$ cat src/rtl/interrupt_controller_pkg.sv
// Shared definitions for the interrupt controller.
//   ic_state_t       : controller state encoding (IDLE, REQUEST, SERVICE)
//   VECTOR_SHIFT     : log2 of the IVT entry size in bytes (4-byte entries)
//   DEFAULT_IVT_BASE : reset-default base address of the interrupt vector table
package interrupt_controller_pkg;

  typedef enum logic [1:0] {
    IDLE    = 2'd0,
    REQUEST = 2'd1,
    SERVICE = 2'd2
  } ic_state_t;

  localparam int          VECTOR_SHIFT     = 2;
  localparam logic [31:0] DEFAULT_IVT_BASE = 32'h0000_0000;

endpackage

$ cat src/rtl/interrupt_controller_priority_picker.sv
// Combinational winner selection between eligible internal and external lines.
//   internal     : eligible internal (exception) lines
//   external     : eligible external lines (already pending, masked, PSWI-gated)
//   index        : index of the winning line
//   internal_sel : 1 when the winner is an internal line
//   valid        : 1 when any line is eligible
// Lowest index wins; at equal index the internal line wins.
module interrupt_priority_picker
  #(
    parameter int WIDTH        = 16,
    parameter int NUMBER_WIDTH = 4
  )
  (
    input  logic [WIDTH-1:0]        internal,
    input  logic [WIDTH-1:0]        external,
    output logic [NUMBER_WIDTH-1:0] index,
    output logic                    internal_sel,
    output logic                    valid
  );

  // Scan from the top down so the last hit (lowest index) overwrites earlier
  // ones; internal is checked after external so it wins a tie.
  always_comb begin
    index        = '0;
    internal_sel = 1'b0;
    valid        = 1'b0;
    for (int i = WIDTH - 1; i >= 0; i--) begin
      if (external[i]) begin
        index        = NUMBER_WIDTH'(i);
        internal_sel = 1'b0;
        valid        = 1'b1;
      end
      if (internal[i]) begin
        index        = NUMBER_WIDTH'(i);
        internal_sel = 1'b1;
        valid        = 1'b1;
      end
    end
  end

endmodule

$ cat src/rtl/interrupt_controller.sv
// Sequential interrupt controller.
//   clk, rst_n          : clock, asynchronous active-low reset
//   externalInterrupts  : rising-edge requests, latched into pending
//   internalInterrupts  : level requests, non-maskable, never latched
//   PSWI                : global enable for external lines
//   maskWrite/maskData  : load the per-line mask (1 = enabled)
//   ack, eoi            : CPU accept / end-of-interrupt pulses
//   irq                 : registered request to the CPU
//   interruptNumber     : vector number captured on accepted ack
//   address             : IVT_BASE + (interruptNumber << 2), captured on ack
//   inService           : high between accepted ack and eoi
//   dbgState/dbgPending : observation of FSM state and pending register
//
// Handshake: irq acts as "valid" and ack as "ready". A transfer happens on a
// rising edge where irq = 1 (state REQUEST, a line still eligible) and ack = 1;
// the winner of that cycle is captured and irq drops. eoi is honoured only in
// SERVICE; ack outside REQUEST and eoi outside SERVICE are ignored.
module interrupt_controller
  import interrupt_controller_pkg::*;
  #(
    parameter int                       WIDTH         = 16,
    parameter int                       ADDRESS_WIDTH = 32,
    parameter int                       NUMBER_WIDTH  = 4,  // 2**NUMBER_WIDTH >= WIDTH
    parameter logic [ADDRESS_WIDTH-1:0] IVT_BASE      = ADDRESS_WIDTH'(DEFAULT_IVT_BASE)
  )
  (
    input  logic                     clk,
    input  logic                     rst_n,
    input  logic [WIDTH-1:0]         externalInterrupts,
    input  logic [WIDTH-1:0]         internalInterrupts,
    input  logic                     PSWI,
    input  logic                     maskWrite,
    input  logic [WIDTH-1:0]         maskData,
    input  logic                     ack,
    input  logic                     eoi,
    output logic                     irq,
    output logic [NUMBER_WIDTH-1:0]  interruptNumber,
    output logic [ADDRESS_WIDTH-1:0] address,
    output logic                     inService,
    output ic_state_t                dbgState,
    output logic [WIDTH-1:0]         dbgPending
  );

  ic_state_t               state, state_next;
  logic [WIDTH-1:0]        pending, ext_prev, mask;
  logic [WIDTH-1:0]        elig_ext, edge_set, ack_clr;
  logic [NUMBER_WIDTH-1:0] win_index;
  logic                    win_internal, win_valid, accept;

  assign elig_ext = pending & mask & {WIDTH{PSWI}};
  assign edge_set = externalInterrupts & ~ext_prev;

  interrupt_priority_picker #(
    .WIDTH        (WIDTH),
    .NUMBER_WIDTH (NUMBER_WIDTH)
  ) u_picker (
    .internal     (internalInterrupts),
    .external     (elig_ext),
    .index        (win_index),
    .internal_sel (win_internal),
    .valid        (win_valid)
  );

  // An ack only counts if something is still eligible this very cycle.
  assign accept  = (state == REQUEST) && win_valid && ack;
  assign ack_clr = (accept && !win_internal) ? (WIDTH'(1) << win_index) : '0;

  always_comb begin
    state_next = state;
    case (state)
      IDLE:    if (win_valid) state_next = REQUEST;
      REQUEST: begin
        if (!win_valid)  state_next = IDLE;
        else if (ack)    state_next = SERVICE;
      end
      SERVICE: if (eoi) state_next = IDLE;
      default: state_next = IDLE;
    endcase
  end

  always_ff @(posedge clk or negedge rst_n) begin
    if (!rst_n) begin
      state           <= IDLE;
      pending         <= '0;
      ext_prev        <= '0;
      mask            <= '1;
      irq             <= 1'b0;
      inService       <= 1'b0;
      interruptNumber <= '0;
      address         <= IVT_BASE;
    end else begin
      state     <= state_next;
      ext_prev  <= externalInterrupts;
      // Set after clear: a new edge on the line being acknowledged survives.
      pending   <= (pending & ~ack_clr) | edge_set;
      irq       <= (state_next == REQUEST);
      inService <= (state_next == SERVICE);
      if (maskWrite) mask <= maskData;
      if (accept) begin
        interruptNumber <= win_index;
        address         <= IVT_BASE + (ADDRESS_WIDTH'(win_index) << VECTOR_SHIFT);
      end
    end
  end

  assign dbgState   = state;
  assign dbgPending = pending;

endmodule

$ cat config.mk
export PLATFORM = sky130hd
export DESIGN_NAME = interrupt_controller
export DESIGN_NICKNAME = d
export VERILOG_FILES = /design/src/rtl/interrupt_controller_pkg.sv /design/src/rtl/interrupt_controller_priority_picker.sv /design/src/rtl/interrupt_controller.sv
export SDC_FILE = /design/constraint.sdc
export NUM_CORES = 1
export LEC_CHECK = 0
export ABC_AREA = 1
export CELL_PAD_IN_SITES_DETAIL_PLACEMENT = 1
export CELL_PAD_IN_SITES_GLOBAL_PLACEMENT = 2
export CORE_MARGIN = 4
export CORE_UTILIZATION = 23
export CTS_CLUSTER_SIZE = 24
export DETAILED_ROUTE_END_ITERATION = 16
export PLACE_DENSITY = 0.76
export SYNTH_ARGS = -nofsm -noshare
export SYNTH_HDL_FRONTEND = slang
export SYNTH_SLANG_ARGS = --single-unit
$ cat constraint.sdc
create_clock -name clk -period 1.9 [get_ports clk]
set_clock_uncertainty 0.1 [all_clocks]
set_input_delay 0.38 -clock clk [delete_from_list [all_inputs] [get_ports clk]]
set_output_delay 0.38 -clock clk [all_outputs]
set_load 0.02 [all_outputs]
==> impl_summary.log, run 1 <==
INFO  metric worst-path-buf-inv = 2
INFO  metric leakagePower = 2.33 nW
INFO  metric worst_path_setup_slack_after_routing = -0.403 ns
INFO  metric floorplan.core_area = 13200 sq um
INFO  metric cell_family_with_most_cp_delay = simple AND/OR/NAND/NOR gates
INFO  metric grt_overflow = 0
INFO  metric area.growth.synth_to_final = 62.3%
INFO  metric synth_area_leader_cell = sky130_fd_sc_hd__dfrtp_1
INFO  metric drt_wl_total = 9960 um
INFO  metric synth_commonest_cells = sky130_fd_sc_hd__nand2_1, sky130_fd_sc_hd__inv_1, sky130_fd_sc_hd__dfrtp_1
INFO  metric dieArea = 15400 sq um
INFO  metric final_antenna_violating_net_count = 0
INFO  metric drt-vias-per-instance = 4.08
INFO  metric worst_ir_drop_vdd = 0.308 mV
INFO  metric clk_transition_reported_paths = 0.07 ns
INFO  metric hpwlAfterDp = 7590 um
INFO  metric post_synth.cell_area_avg = 8.39 sq um
INFO  metric min_to = dbgPending[6]
INFO  metric fillers = 1526
INFO  metric clk_path_buf_depth = 2
INFO  metric hold_path.startpoint = ext_prev[6]
INFO  metric dr.pass1.iters = 4
INFO  metric yosys_most_used_dff = sky130_fd_sc_hd__dfrtp_1
INFO  metric pin_count = 110
INFO  metric clk_latency = 0.30 ns
INFO  metric whs_path_depth = 3
INFO  metric setup.reg_to_reg.worst_slack = -0.40 ns
INFO  metric hold-worst-slack = 0.377 ns
INFO  metric port-buffer-count = 81
INFO  metric synthDominantCellAreaShare = 32.4%
INFO  metric die_height = 124 um
INFO  metric cp_slowest_stage_delay = 0.54 ns
INFO  metric grt_pass1_wl = 15700 um
INFO  metric wl_per_cell = 14.4 um
INFO  metric worst-r2r-cell-count = 22
INFO  metric max_slew_violations = 0
INFO  metric rows = 42
INFO  metric cts-root-buf = sky130_fd_sc_hd__clkbuf_16
INFO  metric clock_tree_from_tritoncts = done
INFO  metric finish.instance_area = 5010 sq um
INFO  metric layout_worst_path_cycle_share = 121%
INFO  metric grt_max_degree = 57
INFO  metric antenna-diode-count = 0
INFO  metric cp_most_frequent_cell = sky130_fd_sc_hd__nand2_1
INFO  metric synth_edf_count = 0
INFO  metric floorplan.initialDensity = 23.4%
INFO  metric synth.ff_latch_count = 56
INFO  metric synthArstFlopShare = 100%
INFO  metric cp-start-kind = flop
INFO  metric via_count_of_the_first_global_routing_pass = 3053
INFO  metric cp.arrival = 2.39 ns
INFO  metric cp-end-kind = flop
INFO  metric timing.final.setup_violations = 19
INFO  metric antenna_found_initial = 0
INFO  metric nets = 569
INFO  metric detailroute.via_count = 2825
INFO  metric status = complete, but fails checks
INFO  metric cp_max_fo = 3
INFO  metric grt.total_usage = 13.2%
INFO  metric seq_area_frac_synth = 46.0%
INFO  metric finalHoldViolations = 0
INFO  metric drv_cap = 0
INFO  metric timing.setup.critical_path_class = reg2reg
INFO  metric placedInstanceArea = 4380 sq um
INFO  metric drive_gt1_share = 37.8%
INFO  metric critPathSlowestCell = sky130_fd_sc_hd__dfstp_2
INFO  metric synth_cells = 368
INFO  metric final_period_minus_worst_setup_slack = 2.30 ns
INFO  metric detailedRoute.firstIterationViolations = 89
INFO  metric route.detailed.drc = 0
INFO  metric synth-warning-count = 0
INFO  metric r2r_start = mask[14]
INFO  metric clock_sink_count = 56
INFO  metric replace_congestion = 0.862
INFO  metric cts_buffers = 5
INFO  metric grt_setup_unrepaired = yes
INFO  metric die_w = 124 um
INFO  metric failing_checks = setup timing
INFO  metric place_worst_setup_slack = -1.00 ns
INFO  metric power_density_over_the_cells = 723 nW/um^2
INFO  metric maxClockFrequency = 434 MHz
INFO  metric synthDistinctLibCells = 30
INFO  metric synth.area.top_cells = sky130_fd_sc_hd__dfrtp_1, sky130_fd_sc_hd__dfstp_2, sky130_fd_sc_hd__nand2_1, sky130_fd_sc_hd__buf_4, sky130_fd_sc_hd__mux2_2
INFO  metric final_core_utilization = 38.0%
INFO  metric crit_path_cell_trace = nand3_2 -> nand2_1 -> inv_2 -> nand2_1 -> nand2_1 -> nand2_1 -> nand2_1 -> nand2_1 -> nand2_1 -> nand2_1 -> nand2_1 -> nand2_1 -> nand2_1 -> nand2_1 -> nand2_2 -> nand2_4 -> buf_4 -> nand3_2 -> nor2_2 -> nand3_2 -> nand2_1 -> nand2_1
INFO  metric post-synth-top-count-cell = sky130_fd_sc_hd__nand2_1
INFO  metric h-tree-depth = 2
INFO  metric timing.hold.worst.class = reg2reg
INFO  metric worstReg2RegEnd = dbgPending[2]
INFO  metric synth.cell_area = 3090 sq um
INFO  metric crit_required = 1.99 ns
## power breakdown
group	switching [W]	internal, W
clock network	0.000440	0.000620
logic	0.000626	0.000526
registers	0.0000757	0.00134
total	0.00114	0.00248
## placed cells by master (no fill, tap or decap), types with 12 or more instances in the layout
cell type	count
sky130_fd_sc_hd__conb_1	28
sky130_fd_sc_hd__nor2_1	18
sky130_fd_sc_hd__nand3_1	13
sky130_fd_sc_hd__dfstp_2	16
sky130_fd_sc_hd__nand2_2	12
sky130_fd_sc_hd__inv_2	12
sky130_fd_sc_hd__buf_4	59
sky130_fd_sc_hd__inv_1	39
sky130_fd_sc_hd__nand2_1	89
sky130_fd_sc_hd__dfrtp_1	39
sky130_fd_sc_hd__nand3_2	22
sky130_fd_sc_hd__clkdlybuf4s50_1	65
sky130_fd_sc_hd__mux2_2	16
## logic make-up after synthesis
family | count (synthesis) | synth area share [%]
flops | 56 | 46.0
compound gates | 11 | 2.27
simple gates | 192 | 29.6
buf+inv | 92 | 16.2
other cells | 1 | 0.121
mux | 16 | 5.83
## worst max path at each step
stage,startpoint,end,slack [ns],cells after the start
floorplan,mask[14],dbgPending[13],-0.07,24
global placement,PSWI,dbgPending[12],-0.93,25
detailed placement,PSWI,dbgPending[3],-1.00,25
CTS,mask[14],dbgPending[4],-0.42,23
global route,mask[14],dbgPending[2],-0.62,23
finish,mask[14],dbgPending[2],-0.40,22
## cell type report
class	instances	area [sq um]	share of cell area, %
sequential	56	1420	28.4
multi-input combinational	248	1590	31.6
timing repair buffer	150	1410	28.0
clock inverter	3	42.5	0.849
timing repair inverter	1	7.51	0.150
clock buffer	5	125	2.50
tap	176	220	4.39
inverter	53	204	4.07
## worst reg2reg max path, cell delays in order, from the launching register on
cell                      delay (ns)
sky130_fd_sc_hd__dfstp_2        0.54
sky130_fd_sc_hd__nand3_2        0.09
sky130_fd_sc_hd__nand2_1        0.09
sky130_fd_sc_hd__inv_2          0.05
sky130_fd_sc_hd__nand2_1        0.05
sky130_fd_sc_hd__nand2_1        0.05
sky130_fd_sc_hd__nand2_1        0.05
sky130_fd_sc_hd__nand2_1        0.04
sky130_fd_sc_hd__nand2_1        0.05
sky130_fd_sc_hd__nand2_1        0.05
sky130_fd_sc_hd__nand2_1        0.06
sky130_fd_sc_hd__nand2_1        0.05
sky130_fd_sc_hd__nand2_1        0.05
sky130_fd_sc_hd__nand2_1        0.04
sky130_fd_sc_hd__nand2_1        0.06
sky130_fd_sc_hd__nand2_2        0.09
sky130_fd_sc_hd__nand2_4        0.09
sky130_fd_sc_hd__buf_4          0.12
sky130_fd_sc_hd__nand3_2        0.10
sky130_fd_sc_hd__nor2_2         0.16
sky130_fd_sc_hd__nand3_2        0.08
sky130_fd_sc_hd__nand2_1        0.09
sky130_fd_sc_hd__nand2_1        0.05
## layer usage
metal  vias up  global-route usage, %  part of all wire (%)  wire length (um)
met2        55                   23.6                    53              5280
li1       1380                      -                     -                 -
met3         9                   2.13                   4.0               401
met1      1381                   16.4                    41              4090
met5         -                      0                     0                 0
met4         0                   3.49                   1.9               186
## per-stage QoR
| step | setup TNS [ns] | std cells | total power (W) |
|---|---|---|---|
| floorplan | -0.991 | 395 | 0.00199 |
| global placement | -17.59 | 667 | 0.00241 |
| detailed placement | -19.46 | 667 | 0.00243 |
| CTS | -6.84 | 689 | 0.00359 |
| global route | -10.09 | 692 | 0.00382 |
| finish | -6.08 | 692 | 0.00362 |
## state kept, by name, summed over array words and instances, names as in the netlist
register and count:
address 4, dbgPending 16, dbgState 2, ext_prev 16, inService 1, irq 1
mask 16
## what timing repair did
| item | in CTS | in global routing |
|---|---|---|
| hold buffers | 1 | 0 |
| gates resized for setup | 56 | 43 |
| endpoints found under the hold margin | 36 | 0 |
| endpoints found under the setup margin | 26 | 27 |
| gates cloned | 3 | 1 |
| pin swaps | 25 | 16 |
| buffers inserted | 10 | 3 |
(Power assumes the default switching activity.)
==> run 2, diff against run 1 <==
--- a/config.mk
+++ b/config.mk
@@ -6,10 +6,12 @@
 export NUM_CORES = 1
 export LEC_CHECK = 0
 export ABC_AREA = 1
+export CAP_MARGIN = 30
 export CELL_PAD_IN_SITES_DETAIL_PLACEMENT = 1
 export CELL_PAD_IN_SITES_GLOBAL_PLACEMENT = 2
 export CORE_MARGIN = 4
 export CORE_UTILIZATION = 23
+export CTS_CLUSTER_DIAMETER = 150
 export CTS_CLUSTER_SIZE = 24
 export DETAILED_ROUTE_END_ITERATION = 16
 export PLACE_DENSITY = 0.76
==> results of run 2 <==
Same layout as run 1: the final DEF is identical, and so are final timing and power.
==> run 3, diff against run 2 <==
--- a/config.mk
+++ b/config.mk
@@ -15,6 +15,7 @@
 export CTS_CLUSTER_SIZE = 24
 export DETAILED_ROUTE_END_ITERATION = 16
 export PLACE_DENSITY = 0.76
+export SKIP_LAST_GASP = 1
 export SYNTH_ARGS = -nofsm -noshare
 export SYNTH_HDL_FRONTEND = slang
 export SYNTH_SLANG_ARGS = --single-unit
==> run 3 against run 2 <==
  * Global-route usage unchanged
  * Register-to-register slack worse by 0.04 ns
  * Critical path type unchanged
  * Worst hold slack is essentially flat
  * Via count increased by 0.18%
  * Flip-flop and latch count unchanged
  * Die area did not move
  * Largest cell class unchanged
  * Clock-buffer cell count stayed put
  * Power is 0.69% lower
  * Fmax is 1.8% lower
  * Core utilization is 0.20 points lower
  * Setup slack worse by 0.043 ns
  * Largest power group unchanged
  * The flow still finishes with violations (setup timing)
  * Final area fell by 0.52%
==> impl_summary.log, run 3 (same netlist as run 1, synthesis figures left out) <==
INFO  metric wl_per_cell = 14.4 um
INFO  metric dr.pass1.iters = 4
INFO  metric final_antenna_violating_net_count = 0
INFO  metric cp-start-kind = flop
INFO  metric drv_cap = 0
INFO  metric grt.total_usage = 13.2%
INFO  metric grt_setup_unrepaired = yes
INFO  metric port-buffer-count = 81
INFO  metric cp_max_fo = 3
INFO  metric r2r_start = mask[14]
INFO  metric cp_slowest_stage_delay = 0.54 ns
INFO  metric drt-vias-per-instance = 4.09
INFO  metric finalNonFillerCells = 692
INFO  metric setup.reg_to_reg.worst_slack = -0.45 ns
INFO  metric status = complete, but fails checks
INFO  metric floorplan.initialDensity = 23.4%
INFO  metric antenna-diode-count = 0
INFO  metric finish.instance_area = 4990 sq um
INFO  metric antenna_found_initial = 0
INFO  metric die_height = 124 um
INFO  metric detailroute.via_count = 2830
INFO  metric clk_latency = 0.30 ns
INFO  metric nets = 569
INFO  metric area.growth.synth_to_final = 61.4%
INFO  metric mostFrequentLayoutCells = sky130_fd_sc_hd__nand2_1, sky130_fd_sc_hd__clkdlybuf4s50_1, sky130_fd_sc_hd__buf_4
INFO  metric worst_path_setup_slack_after_routing = -0.446 ns
INFO  metric cp.arrival = 2.44 ns
INFO  metric clk_transition_reported_paths = 0.07 ns
INFO  metric timing.setup.critical_path_class = reg2reg
INFO  metric via_count_of_the_first_global_routing_pass = 3053
INFO  metric timing.hold.worst.class = reg2reg
INFO  metric fillers = 1527
INFO  metric final_period_minus_worst_setup_slack = 2.35 ns
INFO  metric grt_pass1_wl = 15700 um
INFO  metric grt_max_degree = 57
INFO  metric finalHoldViolations = 0
INFO  metric die_w = 124 um
INFO  metric maxClockFrequency = 426 MHz
INFO  metric hold_path.startpoint = ext_prev[6]
INFO  metric worst-r2r-cell-count = 18
INFO  metric power_density_over_the_cells = 722 nW/um^2
INFO  metric detailedRoute.firstIterationViolations = 82
INFO  metric layout_commonest_cell = sky130_fd_sc_hd__nand2_1
INFO  metric drt_wl_total = 10000 um
INFO  metric cell_family_with_most_cp_delay = simple AND/OR/NAND/NOR gates
INFO  metric timing.final.setup_violations = 19
INFO  metric dieArea = 15400 sq um
INFO  metric worstReg2RegEnd = dbgPending[2]
INFO  metric crit_path_cell_trace = nand3_2 -> nand2_1 -> inv_2 -> nand3_4 -> nand3_1 -> nand2_1 -> nand2_1 -> nand3_1 -> nand3_2 -> nand3_2 -> nand3_4 -> inv_2 -> buf_4 -> nand3_2 -> nor2_2 -> nand3_2 -> nand2_1 -> nand2_1
INFO  metric cts_buffers = 5
INFO  metric worst_ir_drop_vdd = 0.308 mV
INFO  metric whs_path_depth = 3
INFO  metric placed_cells_incl_taps = 667
INFO  metric place_worst_setup_slack = -1.00 ns
INFO  metric max_slew_violations = 0
INFO  metric cts-root-buf = sky130_fd_sc_hd__clkbuf_16
INFO  metric clk_path_buf_depth = 2
INFO  metric crit_required = 1.99 ns
INFO  metric clock_sink_count = 56
INFO  metric drive_gt1_share = 36.6%
INFO  metric setup-tns-final = -6.57 ns
INFO  metric cp-end-kind = flop
INFO  metric grt_overflow = 0
INFO  metric floorplan.core_area = 13200 sq um
INFO  metric critPathSlowestCell = sky130_fd_sc_hd__dfstp_2
INFO  metric worst-path-buf-inv = 3
INFO  metric placedInstanceArea = 4380 sq um
INFO  metric min_to = dbgPending[6]
INFO  metric failing_checks = setup timing
INFO  metric leakagePower = 2.32 nW
INFO  metric pin_count = 110
INFO  metric layout_worst_path_cycle_share = 123%
INFO  metric clock_tree_from_tritoncts = done
INFO  metric rows = 42
INFO  metric hpwlAfterDp = 7590 um
INFO  metric h-tree-depth = 2
INFO  metric route.detailed.drc = 0
INFO  metric replace_congestion = 0.862
run 3: cell types whose count changed in the layout (fill, tap and decap cells not counted), sizes merged:
cell and delta:
dlygate4sd2 -5, dlymetal6s2s +5
run 3: power breakdown:
part           switching, W  total [W]  internal, W
registers         0.0000752    0.00141      0.00134
logic              0.000614    0.00113     0.000514
clock network      0.000439    0.00106     0.000620
run 3: worst max-delay path by stage:
stage                   from  slack (ns)  cells after the start             end
global placement        PSWI       -0.93                     25  dbgPending[12]
CTS                 mask[14]       -0.42                     23   dbgPending[4]
global route        mask[14]       -0.64                     18   dbgPending[2]
floorplan           mask[14]       -0.07                     24  dbgPending[13]
detailed placement      PSWI       -1.00                     25   dbgPending[3]
finish              mask[14]       -0.45                     18   dbgPending[2]
run 3: per-layer routing:
layer  GRT usage (%)  wire length, um  share of wire, %
met1            16.4             4100                41
met2            23.6             5320                53
met3            2.13              404               4.0
met4            3.49              168               1.7
met5               0                0                 0
run 3: worst reg2reg max path: cells and delay by family (launching register included):
kind,cells,cell delay (ns)
buffers and inverters,3,0.25
flip-flops,1,0.54
AND/OR/NAND/NOR,15,1.36
run 3: layout make-up:
| class | count | area, sq um | share of cell area (%) |
|---|---|---|---|
| Multi-Input combinational cell | 248 | 1550 | 31.0 |
| Sequential cell | 56 | 1420 | 28.5 |
| Timing Repair Buffer | 150 | 1420 | 28.4 |
| Tap cell | 176 | 220 | 4.42 |
| Inverter | 53 | 204 | 4.09 |
| Clock buffer | 5 | 125 | 2.51 |
| Clock inverter | 3 | 42.5 | 0.853 |
| Timing Repair inverter | 1 | 7.51 | 0.151 |
run 3: repair_timing:
action | CTS | global route
endpoints found under the hold margin | 36 | 0
gates resized for setup | 51 | 36
buffers inserted | 10 | 3
hold buffers | 1 | 0
pin swaps | 25 | 15
gates cloned | 3 | 1
endpoints found under the setup margin | 26 | 32
run 3: stage by stage:
stage / hold WS [ns] / power, W / util [%]
2_1_floorplan: -0.0156 / 0.00199 / -
3_3_place_gp: 0.305 / 0.00241 / 33.2
3_5_place_dp: 0.309 / 0.00243 / 33.2
4_1_cts: 0.389 / 0.00359 / 36.8
5_1_grt: 0.416 / 0.00379 / 37.8
6_report: 0.377 / 0.00360 / 37.8
